[src/rtl/mem_port_arbiter_if.sv]
// Shared-memory port bundle: fetch requester, data requester and memory side.
// The arbiter connects through the slave modport; the requester/memory model uses master.
interface mem_port_arbiter_if;
  logic        if_req;
  logic [31:0] if_addr;
  logic        if_ready;
  logic [31:0] if_rdata;
  logic        d_req;
  logic        d_we;
  logic [31:0] d_addr;
  logic [31:0] d_wdata;
  logic        d_ready;
  logic [31:0] d_rdata;
  logic        mem_en;
  logic        mem_we;
  logic [31:0] mem_addr;
  logic [31:0] mem_wdata;
  logic [31:0] mem_rdata;
  logic        busy;

  modport slave (
    input  if_req, if_addr, d_req, d_we, d_addr, d_wdata, mem_rdata,
    output if_ready, if_rdata, d_ready, d_rdata, mem_en, mem_we, mem_addr, mem_wdata, busy
  );

  modport master (
    output if_req, if_addr, d_req, d_we, d_addr, d_wdata, mem_rdata,
    input  if_ready, if_rdata, d_ready, d_rdata, mem_en, mem_we, mem_addr, mem_wdata, busy
  );
endinterface

[src/rtl/mem_port_arbiter.sv]
// Arbitrates a fetch port and a data port onto one fixed-latency memory port.
// Define ARB_ROUND_ROBIN_EN for round-robin on collisions; otherwise data always wins.
module mem_port_arbiter #(
  parameter int unsigned MEM_LATENCY = 2
) (
  input logic                 clk,
  input logic                 rst,
  mem_port_arbiter_if.slave   bus
);

  localparam int unsigned CNT_W  = 4;
  localparam int unsigned DATA_W = 32;

  typedef enum logic [1:0] {IDLE, ACCESS, RESP} state_t;

  state_t              state;
  logic [CNT_W-1:0]    cnt;
  logic                gnt_d;
  logic                we_q;
  logic [DATA_W-1:0]   addr_q;
  logic [DATA_W-1:0]   wdata_q;
  logic [DATA_W-1:0]   if_rdata_q;
  logic [DATA_W-1:0]   d_rdata_q;
  logic                if_ready_q;
  logic                d_ready_q;
  logic                mem_en_q;
  logic                mem_we_q;
  logic                busy_q;
  logic                grant_d_c;
  logic                any_req_c;

  assign any_req_c = bus.if_req || bus.d_req;

`ifdef ARB_ROUND_ROBIN_EN
  // last_d: 1 when the previous grant went to the data port; reset favours fetch.
  logic last_d;

  always_ff @(posedge clk or posedge rst) begin
    if (rst)
      last_d <= 1'b1;
    else if (state == IDLE && any_req_c)
      last_d <= grant_d_c;
  end

  assign grant_d_c = bus.d_req && (!bus.if_req || !last_d);
`else
  assign grant_d_c = bus.d_req;
`endif

  // Transaction FSM; all outputs are registered alongside the state.
  always_ff @(posedge clk or posedge rst) begin
    if (rst) begin
      state      <= IDLE;
      cnt        <= '0;
      gnt_d      <= 1'b0;
      we_q       <= 1'b0;
      addr_q     <= '0;
      wdata_q    <= '0;
      if_rdata_q <= '0;
      d_rdata_q  <= '0;
      if_ready_q <= 1'b0;
      d_ready_q  <= 1'b0;
      mem_en_q   <= 1'b0;
      mem_we_q   <= 1'b0;
      busy_q     <= 1'b0;
    end else begin
      if_ready_q <= 1'b0;
      d_ready_q  <= 1'b0;
      case (state)
        IDLE: begin
          if (any_req_c) begin
            gnt_d <= grant_d_c;
            if (grant_d_c) begin
              addr_q  <= bus.d_addr;
              we_q    <= bus.d_we;
              wdata_q <= bus.d_wdata;
            end else begin
              addr_q  <= bus.if_addr;
              we_q    <= 1'b0;
            end
            mem_we_q <= grant_d_c && bus.d_we;
            cnt      <= CNT_W'(MEM_LATENCY - 1);
            mem_en_q <= 1'b1;
            busy_q   <= 1'b1;
            state    <= ACCESS;
          end
        end
        ACCESS: begin
          if (cnt == '0) begin
            // Read data is only valid while mem_en is high, so capture on the last access cycle.
            if (!we_q) begin
              if (gnt_d) d_rdata_q  <= bus.mem_rdata;
              else       if_rdata_q <= bus.mem_rdata;
            end
            if (gnt_d) d_ready_q  <= 1'b1;
            else       if_ready_q <= 1'b1;
            mem_en_q <= 1'b0;
            mem_we_q <= 1'b0;
            state    <= RESP;
          end else begin
            cnt <= cnt - CNT_W'(1);
          end
        end
        RESP: begin
          busy_q <= 1'b0;
          state  <= IDLE;
        end
        default: begin
          mem_en_q <= 1'b0;
          mem_we_q <= 1'b0;
          busy_q   <= 1'b0;
          state    <= IDLE;
        end
      endcase
    end
  end

  assign bus.if_ready  = if_ready_q;
  assign bus.if_rdata  = if_rdata_q;
  assign bus.d_ready   = d_ready_q;
  assign bus.d_rdata   = d_rdata_q;
  assign bus.mem_en    = mem_en_q;
  assign bus.mem_we    = mem_we_q;
  assign bus.mem_addr  = addr_q;
  assign bus.mem_wdata = wdata_q;
  assign bus.busy      = busy_q;

endmodule

[src/flat_wrapper.sv]
// flat-port wrapper written by rule: the top's interface ports become plain ports
module mem_port_arbiter_flat 
#(
  parameter int unsigned MEM_LATENCY = 2
)
  (clk, rst, bus_if_req, bus_if_addr, bus_d_req, bus_d_we, bus_d_addr, bus_d_wdata, bus_mem_rdata, bus_if_ready, bus_if_rdata, bus_d_ready, bus_d_rdata, bus_mem_en, bus_mem_we, bus_mem_addr, bus_mem_wdata, bus_busy);
  mem_port_arbiter_if bus_i ();
  input logic clk;
  input logic rst;
  input wire logic [$bits(bus_i.if_req)-1:0] bus_if_req;
  input wire logic [$bits(bus_i.if_addr)-1:0] bus_if_addr;
  input wire logic [$bits(bus_i.d_req)-1:0] bus_d_req;
  input wire logic [$bits(bus_i.d_we)-1:0] bus_d_we;
  input wire logic [$bits(bus_i.d_addr)-1:0] bus_d_addr;
  input wire logic [$bits(bus_i.d_wdata)-1:0] bus_d_wdata;
  input wire logic [$bits(bus_i.mem_rdata)-1:0] bus_mem_rdata;
  output wire logic [$bits(bus_i.if_ready)-1:0] bus_if_ready;
  output wire logic [$bits(bus_i.if_rdata)-1:0] bus_if_rdata;
  output wire logic [$bits(bus_i.d_ready)-1:0] bus_d_ready;
  output wire logic [$bits(bus_i.d_rdata)-1:0] bus_d_rdata;
  output wire logic [$bits(bus_i.mem_en)-1:0] bus_mem_en;
  output wire logic [$bits(bus_i.mem_we)-1:0] bus_mem_we;
  output wire logic [$bits(bus_i.mem_addr)-1:0] bus_mem_addr;
  output wire logic [$bits(bus_i.mem_wdata)-1:0] bus_mem_wdata;
  output wire logic [$bits(bus_i.busy)-1:0] bus_busy;
  assign bus_i.if_req = bus_if_req;
  assign bus_i.if_addr = bus_if_addr;
  assign bus_i.d_req = bus_d_req;
  assign bus_i.d_we = bus_d_we;
  assign bus_i.d_addr = bus_d_addr;
  assign bus_i.d_wdata = bus_d_wdata;
  assign bus_i.mem_rdata = bus_mem_rdata;
  assign bus_if_ready = bus_i.if_ready;
  assign bus_if_rdata = bus_i.if_rdata;
  assign bus_d_ready = bus_i.d_ready;
  assign bus_d_rdata = bus_i.d_rdata;
  assign bus_mem_en = bus_i.mem_en;
  assign bus_mem_we = bus_i.mem_we;
  assign bus_mem_addr = bus_i.mem_addr;
  assign bus_mem_wdata = bus_i.mem_wdata;
  assign bus_busy = bus_i.busy;
  mem_port_arbiter #(.MEM_LATENCY(MEM_LATENCY)) u_core (.clk(clk), .rst(rst), .bus(bus_i));
endmodule
[config.mk]
export PLATFORM = sky130hd
export DESIGN_NAME = mem_port_arbiter_flat
export DESIGN_NICKNAME = d
export VERILOG_FILES = /design/src/rtl/mem_port_arbiter_if.sv /design/src/rtl/mem_port_arbiter.sv /design/src/flat_wrapper.sv
export SDC_FILE = /design/constraint.sdc
export NUM_CORES = 1
export LEC_CHECK = 0
export ABC_AREA = 1
export ABC_CLOCK_PERIOD_IN_PS = 7800
export BUFFER_PORTS_ARGS = -buffer_cell sky130_fd_sc_hd__buf_2
export CAP_MARGIN = 20
export CORE_MARGIN = 2
export CORE_UTILIZATION = 39
export DETAILED_ROUTE_END_ITERATION = 8
export GPL_TIMING_DRIVEN = 0
export PLACE_DENSITY = 0.66
export SLEW_MARGIN = 20
export SYNTH_ARGS = -nofsm -noshare
export SYNTH_HDL_FRONTEND = slang
export SYNTH_SLANG_ARGS = --single-unit
[constraint.sdc]
create_clock -name clk -period 7.8 [get_ports clk]
set_input_delay 1.95 -clock clk [delete_from_list [all_inputs] [get_ports clk]]
set_output_delay 1.95 -clock clk [all_outputs]
set_load 0.02 [all_outputs]
==> flow_results.xml, run 1 <==
<?xml version="1.0" encoding="UTF-8"?>
<metrics>
  <group name="place">
    <metric name="post-dp-hpwl" unit="µm">11190</metric>
    <metric name="routabilityCongestion" unit="">0.7970</metric>
    <metric name="place.port_buffers" unit="">264</metric>
    <metric name="dpl_cell_area" unit="µm²">7252</metric>
  </group>
  <group name="floorplan">
    <metric name="ios" unit="">266</metric>
    <metric name="chipHeight" unit="µm">124.5</metric>
    <metric name="horizontal_extent_of_the_die" unit="µm">124.5</metric>
    <metric name="floorplan.rows" unit="">44</metric>
    <metric name="initial_core_util" unit="">0.3943</metric>
    <metric name="core-area" unit="µm²">14370</metric>
    <metric name="die-area" unit="µm²">15510</metric>
  </group>
  <group name="timing">
    <metric name="final_hold_violation_count" unit="">0</metric>
    <metric name="fin_worst_skew" unit="ns">0.009839</metric>
    <metric name="clock.fmax" unit="MHz">341.4</metric>
    <metric name="grt_setup_unrepaired" unit="">false</metric>
    <metric name="finalSetupTns" unit="ns">0</metric>
    <metric name="layout_min_cycle_time" unit="ns">2.929</metric>
    <metric name="timing.final.setup_violations" unit="">0</metric>
    <metric name="holdWs" unit="ns">0.4638</metric>
    <metric name="timing_worst_slew_pin_value" unit="ns">0.4789</metric>
    <metric name="worst_slew_margin_rel" unit="">0.6808</metric>
    <metric name="finalCritPeriodShare" unit="">0.3755</metric>
    <metric name="final_max_slew_viol_count" unit="">0</metric>
  </group>
  <group name="logic_synthesis">
    <metric name="postSynthCellCount" unit="">649</metric>
    <metric name="synth_fp_nets" unit="">784</metric>
    <metric name="yosys_warnings" unit="">0</metric>
    <metric name="synth_sequential_area_ratio" unit="">0.6228</metric>
    <metric name="syn_area_per_cell" unit="µm²">8.729</metric>
    <metric name="synth_area" unit="µm²">5665</metric>
    <metric name="synth_cell_types" unit="">20</metric>
    <metric name="synth_seq_cells" unit="">141</metric>
  </group>
  <group name="worst_setup_path">
    <metric name="critical-path-slowest-cell" unit="">sky130_fd_sc_hd__dfrtp_1</metric>
    <metric name="worst-endpoint-required" unit="ns">5.85</metric>
    <metric name="worstSetupPathDepth" unit="">1</metric>
    <metric name="cp-startpoint" unit="">u_core.bus.mem_wdata[1]$_DFFE_PP0P_</metric>
    <metric name="timing.critical_path.arrival" unit="ns">0.98</metric>
    <metric name="cp-start-kind" unit="">register</metric>
    <metric name="timing.reg2reg.worst_path_depth" unit="">8</metric>
    <metric name="worst_setup_end_kind" unit="">primary output</metric>
    <metric name="timing.critical_path.cells" unit="">buf_2</metric>
    <metric name="endpoint" unit="">bus_mem_wdata[1]</metric>
    <metric name="r2r_start" unit="">u_core.cnt[0]$_DFFE_PP0P_</metric>
    <metric name="critPathTopFamily" unit="">flip-flops</metric>
    <metric name="critPathMaxStageDelay" unit="ns">0.40</metric>
    <metric name="worst_path_fanout_max" unit="">2</metric>
    <metric name="critPathKind" unit="">reg2out</metric>
    <metric name="timing.reg2reg.setup_slack" unit="ns">6.14</metric>
    <metric name="cp.buffers_inverters" unit="">1</metric>
    <metric name="critical_path.reg2reg.endpoint" unit="">u_core.bus.if_rdata[21]$_DFFE_PP0P_</metric>
  </group>
  <group name="layout">
    <metric name="antenna-diode-count" unit="">0</metric>
    <metric name="post_route_cells_drive_above_1_share" unit="">0.3418</metric>
    <metric name="area_delta_synth_final" unit="%">38.01</metric>
    <metric name="fin_area" unit="µm²">7819</metric>
    <metric name="finish.net_count" unit="">1068</metric>
  </group>
  <group name="global_routing">
    <metric name="maximum_number_of_pins_on_one_net_before_global_route_repair" unit="">84</metric>
    <metric name="first_global_vias" unit="">5059</metric>
    <metric name="grt_pass1_wl" unit="µm">24850</metric>
    <metric name="grt_overflow_total" unit="">0</metric>
    <metric name="initial_antenna_violation_count" unit="">1</metric>
    <metric name="global_route.usage.total" unit="">0.1988</metric>
  </group>
  <group name="drt">
    <metric name="drt_drc_violations_left" unit="">0</metric>
    <metric name="via_per_inst" unit="">4.656</metric>
    <metric name="wire_per_inst" unit="µm">13.39</metric>
    <metric name="via_count" unit="">5257</metric>
    <metric name="antenna_left" unit="">0</metric>
    <metric name="drt-pass1-iter-count" unit="">4</metric>
    <metric name="totalWireLength" unit="µm">15120</metric>
    <metric name="drt_iter0_drc" unit="">306</metric>
  </group>
  <group name="worst_hold_path">
    <metric name="holdCritPathClass" unit="">reg2reg</metric>
  </group>
  <group name="clock_network">
    <metric name="cts.clk_slew.worst_paths" unit="ns">0.06</metric>
    <metric name="postCtsHoldBufs" unit="">0</metric>
    <metric name="clk_root_buffer_cell" unit="">sky130_fd_sc_hd__clkbuf_16</metric>
    <metric name="cts_setup_buffers" unit="">0</metric>
    <metric name="cts_resized" unit="">0</metric>
    <metric name="cts_buffer_depth" unit="">2</metric>
    <metric name="worstSkewPairLatency" unit="ns">0.42</metric>
    <metric name="cts_buffers" unit="">17</metric>
    <metric name="ctsHtreeMaxLevel" unit="">4</metric>
    <metric name="cts_tree" unit="">yes</metric>
    <metric name="cts.sinks" unit="">141</metric>
  </group>
  <group name="power">
    <metric name="report.power.total" unit="µW">3648</metric>
    <metric name="power.density" unit="nW/µm²">466.6</metric>
    <metric name="worst_case_vdd_ir_drop" unit="mV">0.1782</metric>
    <metric name="power.static_leakage" unit="µW">0.004351</metric>
  </group>
  <group name="run">
    <metric name="drv_cap" unit="">0</metric>
  </group>
  <group name="run_status">
    <metric name="status" unit="">completed</metric>
  </group>
</metrics>
## cells in the final DEF, fill, tap and decap left out
master / synthesis / routed
sky130_fd_sc_hd__o21ai_0: 3 / 3
sky130_fd_sc_hd__bufinv_16: 0 / 2
sky130_fd_sc_hd__buf_16: 0 / 1
sky130_fd_sc_hd__nor2_4: 2 / 2
sky130_fd_sc_hd__inv_8: 0 / 1
sky130_fd_sc_hd__o21ai_1: 3 / 3
sky130_fd_sc_hd__nor2_2: 1 / 1
sky130_fd_sc_hd__clkinv_2: 0 / 4
sky130_fd_sc_hd__ha_1: 2 / 2
sky130_fd_sc_hd__nor3_4: 1 / 1
sky130_fd_sc_hd__nand2_1: 339 / 339
sky130_fd_sc_hd__o22ai_1: 1 / 1
sky130_fd_sc_hd__inv_2: 2 / 2
sky130_fd_sc_hd__buf_2: 20 / 284
sky130_fd_sc_hd__nand4_1: 1 / 1
sky130_fd_sc_hd__clkbuf_1: 13 / 15
sky130_fd_sc_hd__clkbuf_8: 0 / 1
sky130_fd_sc_hd__nor2_1: 41 / 41
sky130_fd_sc_hd__nand3_1: 35 / 35
sky130_fd_sc_hd__nor3_1: 1 / 1
sky130_fd_sc_hd__inv_1: 8 / 7
sky130_fd_sc_hd__clkinv_4: 0 / 2
sky130_fd_sc_hd__dfrtp_1: 141 / 141
sky130_fd_sc_hd__clkbuf_16: 0 / 17
sky130_fd_sc_hd__clkinvlp_4: 0 / 3
sky130_fd_sc_hd__buf_6: 2 / 2
sky130_fd_sc_hd__a31oi_1: 32 / 32
sky130_fd_sc_hd__xor2_1: 1 / 1
## registers in the layout (all words and copies together) (netlist names), 2 cells and up
register / count
u_core.bus.d_rdata: 32
u_core.bus.if_rdata: 32
u_core.bus.mem_wdata: 32
u_core.state: 2
u_core.bus.mem_addr: 32
u_core.cnt: 4
## cell families after synthesis
kind of cell	after synthesis	synth area share
AO/OA/AOI/OAI	39	0.04174
XOR/XNOR	1	0.001546
buffers and inverters	45	0.03688
flip-flops	141	0.6228
adder cells (fa/ha/maj)	2	0.004416
AND/OR/NAND/NOR	421	0.2926
## worst min-delay path by stage
stage | from | to | cells past startpoint
after global routing | u_core.bus.if_rdata[17]$_DFFE_PP0P_ | u_core.bus.if_rdata[17]$_DFFE_PP0P_ | 2
after global placement | u_core.bus.if_rdata[12]$_DFFE_PP0P_ | u_core.bus.if_rdata[12]$_DFFE_PP0P_ | 2
after detailed placement | u_core.bus.if_rdata[12]$_DFFE_PP0P_ | u_core.bus.if_rdata[12]$_DFFE_PP0P_ | 2
after floorplan | u_core.gnt_d$_DFFE_PP0P_ | u_core.bus.if_ready$_DFF_PP0_ | 1
after CTS | u_core.bus.if_rdata[31]$_DFFE_PP0P_ | u_core.bus.if_rdata[31]$_DFFE_PP0P_ | 2
final | u_core.bus.if_rdata[17]$_DFFE_PP0P_ | u_core.bus.if_rdata[17]$_DFFE_PP0P_ | 2
## area by class of cell
| cell class | instances | area, µm² |
|---|---|---|
| clock inverter | 11 | 120.1 |
| timing repair buffer | 265 | 1349 |
| sequential | 141 | 3528 |
| fill | 1367 | 6550 |
| multi-input combinational | 463 | 1928 |
| tap | 184 | 230.2 |
| inverter | 10 | 45.04 |
| clock buffer | 20 | 446.7 |
| buffer | 35 | 171.4 |
## cell usage after synthesis
master	instances	area share
sky130_fd_sc_hd__a31oi_1	32	0.035
sky130_fd_sc_hd__buf_2	20	0.018
sky130_fd_sc_hd__buf_6	2	0.0040
sky130_fd_sc_hd__clkbuf_1	13	0.0086
sky130_fd_sc_hd__dfrtp_1	141	0.62
sky130_fd_sc_hd__ha_1	2	0.0044
sky130_fd_sc_hd__inv_1	8	0.0053
sky130_fd_sc_hd__inv_2	2	0.0013
sky130_fd_sc_hd__nand2_1	339	0.22
sky130_fd_sc_hd__nand3_1	35	0.031
sky130_fd_sc_hd__nand4_1	1	0.0011
sky130_fd_sc_hd__nor2_1	41	0.027
sky130_fd_sc_hd__nor2_2	1	0.0011
sky130_fd_sc_hd__nor2_4	2	0.0040
sky130_fd_sc_hd__nor3_1	1	0.00088
sky130_fd_sc_hd__nor3_4	1	0.0029
sky130_fd_sc_hd__o21ai_0	3	0.0026
sky130_fd_sc_hd__o21ai_1	3	0.0026
sky130_fd_sc_hd__o22ai_1	1	0.0011
sky130_fd_sc_hd__xor2_1	1	0.0015
## through the flow
stage | cells | util | setup WS, ns
2_1_floorplan | 649 | - | 2.069
3_3_place_gp | 1097 | 0.5023 | 0.3940
3_5_place_dp | 1098 | 0.5047 | 4.614
4_1_cts | 1129 | 0.5441 | 4.833
5_1_grt | 1129 | 0.5441 | 4.828
6_report | 1129 | 0.5441 | 4.871
## routing by layer
layer,GRT usage,part of all wire,vias up
li1,-,-,2612
met1,0.2632,0.45,2421
met2,0.3112,0.47,201
met3,0.05928,0.069,21
met4,0.07336,0.019,2
met5,0,0.00053,-
## where the power goes
part | leakage (µW) | switching (µW) | internal (µW)
registers | 0.00169 | 189 | 1100
logic | 0.00239 | 1060 | 519
clock network | 0.000272 | 305 | 475
total | 0.00435 | 1560 | 2090
## worst min-delay path, stage by stage (launching register included)
cell                      delay [ns]
sky130_fd_sc_hd__dfrtp_1        0.34
sky130_fd_sc_hd__nand2_1        0.05
sky130_fd_sc_hd__nand2_1        0.04
(Power assumes the default switching activity.)
==> run 2, diff against run 1 <==
- ABC_CLOCK_PERIOD_IN_PS: 7800 -> 2750
- clock period: 7.8 -> 2.75 ns (I/O delays scaled with it)
==> run 2 against run 1 <==
  * Clock power grew to 3.0 times the previous value
  * Final area is 1.5% higher
  * Sequential share of layout area decreased by 0.68 points
  * Cell count rose by 0.27%
  * Critical endpoint is now u_core.bus.if_rdata[25]$_DFFE_PP0P_
==> flow_results.xml, run 2 (same netlist as run 1, synthesis figures left out) <==
<?xml version="1.0" encoding="UTF-8"?>
<metrics>
  <group name="run_status">
    <metric name="status" unit="">completed</metric>
  </group>
  <group name="drt">
    <metric name="drt_drc_violations_left" unit="">0</metric>
    <metric name="totalWireLength" unit="µm">15570</metric>
    <metric name="antenna_left" unit="">0</metric>
    <metric name="wire_per_inst" unit="µm">13.76</metric>
    <metric name="via_count" unit="">5247</metric>
    <metric name="via_per_inst" unit="">4.635</metric>
    <metric name="drt-pass1-iter-count" unit="">4</metric>
    <metric name="drt_iter0_drc" unit="">212</metric>
  </group>
  <group name="place">
    <metric name="routabilityCongestion" unit="">0.8237</metric>
    <metric name="place.port_buffers" unit="">264</metric>
    <metric name="post-dp-hpwl" unit="µm">11830</metric>
    <metric name="placedCellCount" unit="">1102</metric>
    <metric name="detailedPlace.worstSlack" unit="ns">0.8272</metric>
    <metric name="dpl_cell_area" unit="µm²">7343</metric>
  </group>
  <group name="layout">
    <metric name="most_common_library_cell_in_the_layout_ignoring_fill_and_taps" unit="">sky130_fd_sc_hd__nand2_1</metric>
    <metric name="fin_cells" unit="">1132</metric>
    <metric name="finish.utilization" unit="">0.5525</metric>
    <metric name="fin_area" unit="µm²">7939</metric>
    <metric name="post_route_cells_drive_above_1_share" unit="">0.3449</metric>
    <metric name="area_delta_synth_final" unit="%">40.13</metric>
    <metric name="antenna-diode-count" unit="">0</metric>
    <metric name="mostFrequentLayoutCells" unit="">339 x sky130_fd_sc_hd__nand2_1, 284 x sky130_fd_sc_hd__buf_2, 141 x sky130_fd_sc_hd__dfrtp_1</metric>
    <metric name="finish.net_count" unit="">1072</metric>
  </group>
  <group name="floorplan">
    <metric name="ios" unit="">266</metric>
    <metric name="core-area" unit="µm²">14370</metric>
    <metric name="floorplan.rows" unit="">44</metric>
    <metric name="chipHeight" unit="µm">124.5</metric>
    <metric name="horizontal_extent_of_the_die" unit="µm">124.5</metric>
    <metric name="initial_core_util" unit="">0.3943</metric>
    <metric name="die-area" unit="µm²">15510</metric>
  </group>
  <group name="worst_setup_path">
    <metric name="timing.critical_path.arrival" unit="ns">2.00</metric>
    <metric name="timing.critical_path.cells" unit="">inv_1, ha_1, nand2_1, nor2_4, nand2_1, buf_2, nand2_1, nand2_1</metric>
    <metric name="worst_path_fanout_max" unit="">10</metric>
    <metric name="cp-start-kind" unit="">register</metric>
    <metric name="critical-path-slowest-cell" unit="">sky130_fd_sc_hd__dfrtp_1</metric>
    <metric name="critPathTopFamily" unit="">simple AND/OR/NAND/NOR gates</metric>
    <metric name="worst_setup_end_kind" unit="">register</metric>
    <metric name="critPathMaxStageDelay" unit="ns">0.38</metric>
    <metric name="worst-endpoint-required" unit="ns">3.06</metric>
    <metric name="critical_path.most_common_cell" unit="">sky130_fd_sc_hd__nand2_1</metric>
    <metric name="cp.buffers_inverters" unit="">2</metric>
    <metric name="critPathKind" unit="">reg2reg</metric>
  </group>
  <group name="timing">
    <metric name="finalCritPeriodShare" unit="">0.6158</metric>
    <metric name="final_max_slew_viol_count" unit="">0</metric>
    <metric name="final_hold_violation_count" unit="">0</metric>
    <metric name="worst_slew_margin_rel" unit="">0.6527</metric>
    <metric name="layout_min_cycle_time" unit="ns">1.694</metric>
    <metric name="clock.fmax" unit="MHz">590.5</metric>
    <metric name="timing.final.setup_violations" unit="">0</metric>
    <metric name="grt_setup_unrepaired" unit="">false</metric>
    <metric name="timing.final.ws_setup" unit="ns">1.056</metric>
    <metric name="fin_worst_skew" unit="ns">0.01304</metric>
    <metric name="timing_worst_slew_pin_value" unit="ns">0.5198</metric>
  </group>
  <group name="power">
    <metric name="combinational_power_share" unit="">0.430</metric>
    <metric name="p_clk_frac" unit="">0.222</metric>
    <metric name="power.density" unit="nW/µm²">1324</metric>
    <metric name="pint" unit="µW">6064</metric>
    <metric name="p_switching" unit="µW">4446</metric>
    <metric name="power.static_leakage" unit="µW">0.004410</metric>
    <metric name="worst_case_vdd_ir_drop" unit="mV">0.5183</metric>
    <metric name="power.switching_fraction" unit="">0.4231</metric>
    <metric name="pwr-share-seq" unit="">0.348</metric>
  </group>
  <group name="run">
    <metric name="drv_cap" unit="">0</metric>
  </group>
  <group name="clock_network">
    <metric name="cts_tree" unit="">yes</metric>
    <metric name="cts.sinks" unit="">141</metric>
    <metric name="worstSkewPairLatency" unit="ns">0.42</metric>
    <metric name="cts.clk_slew.worst_paths" unit="ns">0.06</metric>
    <metric name="cts_setup_buffers" unit="">0</metric>
    <metric name="cts_resized" unit="">0</metric>
    <metric name="cts_buffer_depth" unit="">2</metric>
    <metric name="cts_buffers" unit="">17</metric>
    <metric name="postCtsHoldBufs" unit="">0</metric>
    <metric name="ctsHtreeMaxLevel" unit="">4</metric>
    <metric name="clk_root_buffer_cell" unit="">sky130_fd_sc_hd__clkbuf_16</metric>
  </group>
  <group name="global_routing">
    <metric name="global_route.usage.total" unit="">0.2061</metric>
    <metric name="grt_overflow_total" unit="">0</metric>
    <metric name="maximum_number_of_pins_on_one_net_before_global_route_repair" unit="">34</metric>
    <metric name="first_global_vias" unit="">5098</metric>
    <metric name="initial_antenna_violation_count" unit="">0</metric>
    <metric name="grt_pass1_wl" unit="µm">25740</metric>
  </group>
  <group name="worst_hold_path">
    <metric name="holdCritPathClass" unit="">in2async</metric>
  </group>
</metrics>
run 2: changes by cell type in the layout (fill, tap and decap cells not counted):
cell | previous run | this run
sky130_fd_sc_hd__clkinvlp_4 | 3 | 2
sky130_fd_sc_hd__buf_16 | 1 | 3
sky130_fd_sc_hd__clkbuf_1 | 15 | 14
sky130_fd_sc_hd__clkinv_4 | 2 | 1
sky130_fd_sc_hd__bufinv_16 | 2 | 3
sky130_fd_sc_hd__inv_6 | 0 | 2
sky130_fd_sc_hd__clkbuf_8 | 1 | 2
sky130_fd_sc_hd__buf_12 | 0 | 2
sky130_fd_sc_hd__clkinv_2 | 4 | 3
sky130_fd_sc_hd__inv_8 | 1 | 0
run 2: worst paths after layout:
check,start,to,slack (ns),depth (start not counted)
setup / recovery,u_core.cnt[0]$_DFFE_PP0P_,u_core.bus.if_rdata[25]$_DFFE_PP0P_,1.06,8
hold / removal,rst,u_core.bus.mem_addr[9]$_DFFE_PP0P_,0.31,2
setup reg to reg,u_core.cnt[0]$_DFFE_PP0P_,u_core.bus.if_rdata[25]$_DFFE_PP0P_,1.06,8
hold reg to reg,u_core.bus.if_rdata[4]$_DFFE_PP0P_,u_core.bus.if_rdata[4]$_DFFE_PP0P_,0.46,2
max in group asynchronous,rst,u_core.bus.mem_wdata[27]$_DFFE_PP0P_,1.72,4
min in group clk,bus_d_wdata[11],u_core.bus.mem_wdata[11]$_DFFE_PP0P_,0.46,3
run 2: through the flow:
| stage | hold slack, ns | TNS, ns | power, µW |
|---|---|---|---|
| 3_5_place_dp | 0.4526 | 0 | 8256 |
| 3_3_place_gp | 0.4481 | -92.48 | 8143 |
| 5_1_grt | 0.3346 | 0 | 11240 |
| 2_1_floorplan | 0.4608 | 0 | 6561 |
| 6_report | 0.3051 | 0 | 10510 |
| 4_1_cts | 0.3114 | 0 | 10630 |
run 2: cell type report:
class                   instances  area (µm²)
fillers                      1386        6430
multi-input cells             463        1928
repair buffers                269        1444
plain buffers                  35       171.4
inverters                      10       41.29
clock inverters                10       138.9
flip-flops and latches        141        3528
well taps                     184       230.2
clock buffers                  20       456.7
run 2: worst reg2reg max path, delay by kind of cell, from the launching register on:
kind | cells | cell delay [ns]
buffers and inverters | 2 | 0.37
AND/OR/NAND/NOR | 5 | 0.64
flip-flops | 1 | 0.38
adder cells (fa/ha/maj) | 1 | 0.19
run 2: power by group through the flow:
stage               sequential [µW]  combinational [µW]  clock (µW)
global route                   3780                4980        2480
global placement               3660                4490           0
finish                         3650                4520        2330
floorplan                      4850                1710           0
detailed placement             3660                4590           0
CTS                            3660                4590        2380
run 2: layer usage:
metal  track usage  part of all wire  up-vias
li1              -                 -     2627
met1        0.2752              0.45     2420
met2        0.3240              0.47      187
met3       0.06186             0.066       13
met4       0.06609             0.011        0
met5             0                 0        -
